===== src/rtl/procb_state_xfer.sv =====
// Save/restore controller for per-thread process_bytes record state, fronting a 1-cycle-latency RAM.
// Optional feature macro PROCB_RESTORE_CLEAR_EN: an accepted restore consumes (clears) the thread's saved bit.
module procb_state_xfer #(
  parameter int N_THREADS     = 8,
  parameter int N_THREADS_MSB = $clog2(N_THREADS) - 1,
  parameter int WIDTH         = 32
) (
  input  logic                   CLK,
  input  logic                   RESET_N,
  input  logic                   save_req,
  input  logic [N_THREADS_MSB:0] save_thread_num,
  input  logic [WIDTH-1:0]       save_data,
  output logic                   save_ready,
  input  logic                   restore_req,
  input  logic [N_THREADS_MSB:0] restore_thread_num,
  output logic                   restore_ready,
  output logic                   restore_valid,
  output logic [WIDTH-1:0]       restore_data,
  output logic                   restore_empty,
  input  logic                   restore_ack,
  output logic                   mem_wr_en,
  output logic [N_THREADS_MSB:0] mem_wr_thread_num,
  output logic [WIDTH-1:0]       mem_din,
  output logic                   mem_rd_en,
  output logic [N_THREADS_MSB:0] mem_rd_thread_num,
  input  logic [WIDTH-1:0]       mem_dout
);

  typedef enum logic [1:0] {IDLE, READ, LOAD, VALID} state_t;

  state_t                 state_q, state_d;
  logic [N_THREADS_MSB:0] thr_q, thr_d;
  logic [WIDTH-1:0]       data_q, data_d;
  logic                   empty_q, empty_d;
  logic [N_THREADS-1:0]   saved_q, saved_d;
  logic                   save_acc;
  logic                   restore_acc;

  // A save to the thread being read this cycle would collide on the same RAM address.
  assign save_ready = RESET_N && !((state_q == READ) && (save_thread_num == thr_q));
  assign save_acc   = save_req && save_ready;

  assign restore_ready = RESET_N && (state_q == IDLE) &&
                         !(save_req && (save_thread_num == restore_thread_num));
  assign restore_acc   = restore_req && restore_ready;

  assign mem_wr_en         = save_acc;
  assign mem_wr_thread_num = save_thread_num;
  assign mem_din           = save_data;

  assign mem_rd_en         = (state_q == READ);
  assign mem_rd_thread_num = thr_q;

  assign restore_valid = (state_q == VALID);
  assign restore_data  = data_q;
  assign restore_empty = empty_q;

  // Save is applied after the clear so it wins when both target one thread.
  always_comb begin
    saved_d = saved_q;
`ifdef PROCB_RESTORE_CLEAR_EN
    if (restore_acc) saved_d[restore_thread_num] = 1'b0;
`else
`endif
    if (save_acc) saved_d[save_thread_num] = 1'b1;
  end

  always_comb begin
    state_d = state_q;
    thr_d   = thr_q;
    data_d  = data_q;
    empty_d = empty_q;
    case (state_q)
      IDLE: begin
        if (restore_acc) begin
          thr_d = restore_thread_num;
          if (saved_q[restore_thread_num]) begin
            state_d = READ;
          end else begin
            state_d = VALID;
            data_d  = '0;
            empty_d = 1'b1;
          end
        end
      end
      READ: state_d = LOAD;
      LOAD: begin
        data_d  = mem_dout;
        empty_d = 1'b0;
        state_d = VALID;
      end
      VALID: begin
        if (restore_ack) state_d = IDLE;
      end
      default: state_d = IDLE;
    endcase
  end

  always_ff @(posedge CLK or negedge RESET_N) begin
    if (!RESET_N) begin
      state_q <= IDLE;
      thr_q   <= '0;
      data_q  <= '0;
      empty_q <= 1'b0;
      saved_q <= '0;
    end else begin
      state_q <= state_d;
      thr_q   <= thr_d;
      data_q  <= data_d;
      empty_q <= empty_d;
      saved_q <= saved_d;
    end
  end

endmodule


===== config.mk =====
export PLATFORM = sky130hd
export DESIGN_NAME = procb_state_xfer
export DESIGN_NICKNAME = d
export VERILOG_FILES = /design/src/rtl/procb_state_xfer.sv
export SDC_FILE = /design/constraint.sdc
export NUM_CORES = 1
export LEC_CHECK = 0
export CAP_MARGIN = 30
export CORE_MARGIN = 2
export CORE_UTILIZATION = 41
export DETAILED_ROUTE_END_ITERATION = 16
export PLACE_DENSITY = 0.86
export SLEW_MARGIN = 20
export SYNTH_ARGS = -nofsm -noshare
export SYNTH_HDL_FRONTEND = slang
export SYNTH_SLANG_ARGS = --single-unit

===== constraint.sdc =====
create_clock -name CLK -period 4.1 [get_ports CLK]
set_input_delay 0.41 -clock CLK [delete_from_list [all_inputs] [get_ports CLK]]
set_output_delay 0.41 -clock CLK [all_outputs]
set_load 0.02 [all_outputs]

# After elaboration in Yosys (flattened, before gate mapping)
# Index checks and enable logic that the tools add are counted.
# totals
regBits,46
input_bits,75
elab_cells,46
output_inout_bits,76
# classes
eq_ne,8
mux,14
bitwise_logic,1
order_cmp,3
n_reduce_logical,15
# ops
operator,count
$mux 32,2
$pmux 32 s2,1
$logic_and 1x1->1,8
$lt 3x4->1 const B,2
$or 8x8->8,1
$pmux 2 s4,1
$eq 3x3->1,2
$mux 2,3
$eq 2x2->1 const B,2
$mux 1,4
$ne 2x2->1 const B,2
$reduce_and 2->1,2
$bmux 1 s3,1
$demux 1 s3,1
$ge 3x1->1 const B,1
$reduce_and 3->1,1
$eq 2x1->1 const B,1
$logic_not 1->1,2
$logic_not 2->1,1
$ne 2x1->1 const B,1
$pmux 1 s2,1
$reduce_bool 2->1,1

# Depth between registers and ports, before layout
# depth
word_depth,7
depth_mapped,7
mapped_depth_nobuf,5

# Least setup slack after synthesis
# No wires, ideal clock.
# synth_timing
path_kind,reg2out
from,reg state_q[1]
to,out mem_wr_en
path_stages_with_launch,6
arrival_ns,1.747
n_path_buf,0
t_required_ns,3.690
slack_ns,1.943
cell_sequence,dfrtp_1 inv_1 ha_1 and3_1 a21boi_0 and2_1
# synth_via
elab_chain_cells,5
# synth_lines
item,line,text
start: declaration,31,"state_t state_q, state_d;"
start signal: assignment,107,state_q <= state_d;
$eq 2x1->1,n/a,
named net mem_rd_en,24,"output logic mem_rd_en,"
$logic_and 1x1->1,40,assign save_ready = RESET_N && !((state_q == READ) && (save_thread_num == thr_q));
$logic_not 1->1,40,
$logic_and 1x1->1,40,
named net save_ready,13,"output logic save_ready,"
$logic_and 1x1->1,41,assign save_acc = save_req && save_ready;
end: declaration,21,"output logic mem_wr_en,"
# The timed path passes the listed nets, and every way through them passes these cells.

# Worst setup path in the final report
# layout_timing
from,in save_thread_num[1]
to,out mem_wr_en
# layout_via
elab_chain_cells,5
# layout_lines
item,line,text
start: declaration,11,"input logic [N_THREADS_MSB:0] save_thread_num,"
$eq 3x3->1,40,
$logic_and 1x1->1,40,
$logic_not 1->1,40,
$logic_and 1x1->1,40,
$logic_and 1x1->1,41,
# Every way passes these cells.

==> metrics.yaml <==
outcome:
  status: "completed"
timing:
  rsz0062_at_grt: "no"
  period_minus_slack_ps: 2769
  drv_slew: 0
  max_freq_mhz: 361.1
  skew_ps: 5.748
  period_share_pct: 67.55
  finalSetupViolCount: 0
  max-slew-margin-rel_pct: 49.98
  tightest_slew_ps: 748.6
  fin_setup_tns_ps: 0
  final-hold-violation-count: 0
clock_tree:
  cts.htree.levels: 2
  cts_root_buffer: "clkbuf_8"
  post_cts_buffers: 0
  cts_tree: "built"
  cts_buffers: 5
  ctsResizeCount: 0
  hold_buffers: 0
  clk_latency_ps: 300
  clk_pin_slew_ps: 80
  clock-sinks: 46
  cts_max_path_buffers: 2
pwr:
  pwr-share-seq_pct: 31.7
  p_int_mw: 1.332
  switching_share_pct: 37.96
  totalPowerFinal_mw: 2.147
  ir_drop_mv: 0.3302
  p_sw_uw: 814.9
  pwr-share-clk_pct: 15.5
  p_leak_nw: 1.455
  powerDensity_nw_per_um2: 656.9
  power_frac_comb_pct: 52.8
logic_synthesis:
  yosysTopAreaCellShare_pct: 44.99
  synth_area_per_cell_um2: 10.62
  yosysTopAreaCell: "dfrtp_1"
  yosys_warnings: 0
  synth_area_um2: 2559
  synth_cell_types: 29
  netlist_top_cells_area: "dfrtp_1 45%, mux2i_1 15%, buf_4 10%"
  synth_seq_cells: 46
  syn_nets: 321
  syn_inst: 241
  ys_seq_area_share_pct: 44.99
cells_and_area:
  antenna_cells: 0
  fillers: 531
  fin_nets: 372
  synthToLayoutAreaGrowth_pct: 27.73
  drive_above_1_share_pct: 6.826
die:
  start_util_pct: 42.71
  core_um2: 5991
  die_area_um2: 6889
  io_pins: 151
  die_w_um: 83
  die_y_um: 83
  rows: 28
worst_setup_path:
  cp_data_arrival_time_ps: 2360
  crit_required_ps: 3690
  worstSetupPathType: "input port to output pin"
  path_max_fanout: 8
  cp-end-kind: "output pin"
  ff2ff_path_depth: 6
  start_kind: "input port"
route:
  first_iter_violations: 46
  ant_nets: 0
  dr.pass1.iters: 4
  wl_per_cell_um: 13.55
  drcViolationCount: 0
  routed_via_density: 4.690
  wirelength_um: 4986
  vias: 1726
grt:
  antenna_found_initial: 0
  grt_max_degree: 35
  grt_pass1_wl_um: 8445
  first_global_vias: 1761
  track_usage_pct: 15.05
  grt-ovfl-total: 0
placement:
  portBuffers: 86
  gp_congestion: 0.7610
  hpwl_um: 3764
flow_run:
  cap_violations: 0
min_path:
  min_path_type: "input port to async pin"
final timing paths:
| check | slack (ps) | to | start |
|---|---|---|---|
| worst min register to register | 470 | saved_q[2] | saved_q[2] |
| worst max register to register | 1910 | restore_data[12] | state_q[0] |
| worst max-delay path | 1330 | mem_wr_en | save_thread_num[1] |
| max in group asynchronous | 3270 | restore_data[18] | RESET_N |
| worst min-delay path | 100 | restore_data[12] | RESET_N |
| min in group CLK | 470 | saved_q[2] | saved_q[2] |
kinds of logic (layout without fill, tap and decap cells):
logic type	count (synthesis)	count (layout)	share of synthesized area (%)
adders and majority gates	5	5	2.445
DFF	46	46	44.99
xor gates and xnor gates	6	6	2.054
muxes	44	44	18.34
AOI/OAI and AO/OA	14	14	4.401
buffers and inverters	82	134	20.64
and+or+nand+nor	44	44	7.140
registers in the layout, summed over array words and instances, names as in the netlist:
signal,count
mem_rd_thread_num,3
restore_data,32
saved_q,8
state_q,2
restore_empty,1
Yosys cell counts (all sizes together):
cell         instances
a211oi               1
a21boi               1
a21o                 6
a21oi                3
a22o                 1
a31o                 2
and2                 1
and3                 2
buf                 41
clkbuf               2
dfrtp               46
dlygate4sd3          2
ha                   5
inv                 37
mux2                 3
mux2i               40
mux4                 1
nand2               34
nand3                2
nand4                1
nor2                 2
nor2b                2
xnor2                6
metal layers:
layer	global-route usage [%]	vias up	wire length [um]	share of wire, %
li1	-	819	-	-
met4	7.303	0	155	3.1
met5	0	-	0	0
met3	4.473	28	297	6.0
met1	17.64	815	2126	43
met2	25.15	64	2408	48
power by group through the flow:
stage               combinational (mW)  sequential, mW  clock, mW
floorplan                        0.756           0.810          0
global placement                  1.12           0.684          0
detailed placement                1.15           0.690          0
CTS                               1.15           0.683      0.351
global route                      1.23           0.701      0.366
finish                            1.13           0.681      0.333
final cells by class:
type | count | area [um2] | area share (%)
multi-input cells | 113 | 879.6 | 26.91
flip-flops and latches | 46 | 1151 | 35.22
clock inverters | 3 | 45.04 | 1.378
inverters | 37 | 138.9 | 4.250
well taps | 75 | 93.84 | 2.871
repair buffers | 89 | 890.9 | 27.26
clock buffers | 5 | 68.82 | 2.106
worst max-delay path, cell delays in order:
cell             delay (ps)
clkdlybuf4s50_1         580
xnor2_1                 200
and3_1                  220
a21boi_0                200
and2_1                  150
clkdlybuf4s50_1         590
stage by stage:
stage                     util, %  worst slack (ps)  area, um2  hold WS [ps]  std cells
after floorplan                 -              1943       2559         114.4        241
after global placement      52.65              1313       3154         430.1        360
after detailed placement    52.65              1227       3154         442.4        360
after CTS                   54.55              1315       3268         112.4        368
after global routing        54.55              1218       3268         140.2        368
final                       54.55              1331       3268         102.0        368
placed cells by master (no fill, tap or decap), drive strengths merged:
| cell type | instances |
|---|---|
| a21oi | 3 |
| mux2 | 3 |
| a211oi | 1 |
| nor2b | 2 |
| mux4 | 1 |
| clkinvlp | 2 |
| a21boi | 1 |
| nand3 | 2 |
| inv | 37 |
| and2 | 1 |
| a21o | 6 |
| a22o | 1 |
| nand2 | 34 |
| nand4 | 1 |
| clkdlybuf4s50 | 85 |
| clkbuf | 5 |
| xnor2 | 6 |
| and3 | 2 |
| a31o | 2 |
| nor2 | 2 |
| buf | 4 |
| ha | 5 |
| mux2i | 40 |
| bufinv | 1 |
| dfrtp | 46 |
No activity file was read; power rests on OpenSTA's default activity.
==> patch: new RTL, same settings <==
The option `PROCB_RESTORE_CLEAR_EN` is turned on by a define.
--- a/src/rtl/procb_state_xfer.sv
+++ b/src/rtl/procb_state_xfer.sv
@@ -1,4 +1,6 @@
 // Save/restore controller for per-thread process_bytes record state, fronting a 1-cycle-latency RAM.
 // Optional feature macro PROCB_RESTORE_CLEAR_EN: an accepted restore consumes (clears) the thread's saved bit.
+`define PROCB_RESTORE_CLEAR_EN
+
 module procb_state_xfer #(
   parameter int N_THREADS     = 8,
Behaviour: not the same (a bounded check fails within 10 cycles, from zero or initial values and one cycle with RESET_N low).
==> patch against the unedited design <==
Sequential share of layout area rose by 1.8 points. Routed wire length rose by 11%. Worst setup slack got worse by 0.25 ns. Clock skew barely moved. Total power rose by 14%. Sequential cell count did not move. Area after synthesis fell by 5.4%. Final area fell by 4.7%.
==> patch: results (changes against the unedited design) <==
critical_path:
  worstPathArrival_ns: 2.61  # was 2.36 ns
  critPathSlowestCell: "clkdlybuf4s50_1"  # unchanged
  crit_family: "buffers and inverters"  # unchanged
  critPathMaxStageDelay_ns: 0.73  # was 0.59 ns
  cp_max_fo: 12  # was 8
finish:
  diodes: 0  # unchanged
  largest_reg_flops: 32  # unchanged
  nets: 325  # was 372
  stdcell_count: 318  # was 368
  drive_above_1_share_pct: 5.69  # was 6.83%
route:
  wl_um: 5560  # was 4990 um
  routed_via_density: 5.46  # was 4.69
  dr.first_iter.drc_count: 61  # was 46
  dr.pass1.iters: 4  # unchanged
clock_tree:
  cts.clk_slew.worst_paths_ns: 0.09
  postCtsSetupBuffers: 0  # unchanged
  cts_max_level: 2  # unchanged
  clockBufferDepth: 2  # unchanged
  root_buffer: "clkbuf_8"  # unchanged
  numCtsBuffers: 5  # unchanged
  cts_resized: 0  # unchanged
  clk_latency_ns: 0.30  # about the same
worst_hold_path:
  min-delay-path-class: "input pin to asynchronous set/reset pin"  # unchanged
grt:
  grt_pass1_vias: 1646  # was 1761
  grt_pass1_wl_um: 8420  # was 8450 um
  grt_max_degree: 52  # was 35
  antenna_found_initial: 0  # unchanged
  grt_usage_pct: 17.1  # was 15.0%
status:
  status: "completed"  # unchanged
place:
  place.gp.congestion: 0.787  # was 0.761
  dp_cells: 310  # was 360
  place_hpwl_um: 3990  # was 3760 um
  preCtsSetupSlack_ns: 1.09  # was 1.23 ns
  numPortBuffers: 86  # unchanged
yosys:
  syn_area_per_cell_um2: 12.2  # was 10.6 um^2
  synthTopCellsByArea: "dfrtp_1, a22o_1, buf_4"  # was dfrtp_1, mux2i_1, buf_4
  ys_async_sr_fraction_pct: 100  # unchanged
  synth_commonest_cells: "dfrtp_1, a22o_1, buf_4, nor2b_1, nand2_1"  # was dfrtp_1, mux2i_1, inv_1, buf_4, nand2_1
  netlist-cell-type-count: 33  # was 29
  synth_nets: 279  # was 321
  yosysSeqAreaShare_pct: 47.6  # was 45.0%
  yosysWarnings: 0  # unchanged
pwr:
  p_leak_nw: 1.34  # was 1.45 nW
  max-vdd-ir-drop_mv: 0.409  # was 0.330 mV
sta:
  worstMarginPinSlew_ns: 0.892  # was 0.749 ns
  max_freq_mhz: 331  # was 361 MHz
  fin_skew_ns: 0.00600  # was 0.00575 ns
-- patch: path summary, 6_finish.rpt --
kind	from	to	slack [ns]	cells past startpoint
max	restore_thread_num[0]	restore_ready	1.08	4
min	RESET_N	state_q[1]$_DFFE_PN0P_	0.24	2
max reg2reg	state_q[0]$_DFFE_PN0P_	restore_data[2]$_DFFE_PN0P_	1.80	6
min reg2reg	restore_data[12]$_DFFE_PN0P_	restore_data[12]$_DFFE_PN0P_	0.50	1
max in group asynchronous	RESET_N	restore_data[17]$_DFFE_PN0P_	3.45	2
min in group CLK	restore_data[12]$_DFFE_PN0P_	restore_data[12]$_DFFE_PN0P_	0.50	1
-- patch: final cells by class --
class | instances | area (um^2)
Fill cell | 468 | 2490
Sequential cell | 46 | 1150
Multi-Input combinational cell | 101 | 881
Timing Repair Buffer | 87 | 863
Tap cell | 72 | 90.1
Clock buffer | 5 | 68.8
Clock inverter | 3 | 43.8
Inverter | 4 | 15.0
-- patch: stage by stage --
stage / hold WS (ns) / instance area (um^2) / util [%]
CTS: 0.256 / 3110 / 55.5
detailed placement: 0.481 / 3000 / 53.5
global placement: 0.478 / 3000 / 53.5
floorplan: 0.114 / 2420 / -
global route: 0.289 / 3110 / 55.5
finish: 0.245 / 3110 / 55.5
-- patch: per-layer routing --
metal / GRT usage (%) / wire (um) / vias up
met5: 0 / 0 / -
met4: 7.29 / 114 / 0
met3: 6.00 / 517 / 13
met2: 27.0 / 2490 / 89
met1: 21.1 / 2430 / 846
li1: - / - / 789
-- patch: cells by family after synthesis --
logic type / after synthesis / share of synthesized area [%]
AOI/OAI and AO/OA: 50 / 18.9
muxes: 9 / 5.74
xor gates and xnor gates: 6 / 2.17
buffers and inverters: 52 / 16.0
adders and majority gates: 5 / 2.59
DFF: 46 / 47.6
and+or+nand+nor: 31 / 7.03
-- patch: power breakdown --
part	total (mW)	internal [mW]	leakage, nW	switching [mW]
Clock	0.338	0.183	0.0585	0.155
Combinational	1.30	0.653	0.730	0.649
Sequential	0.812	0.677	0.551	0.135
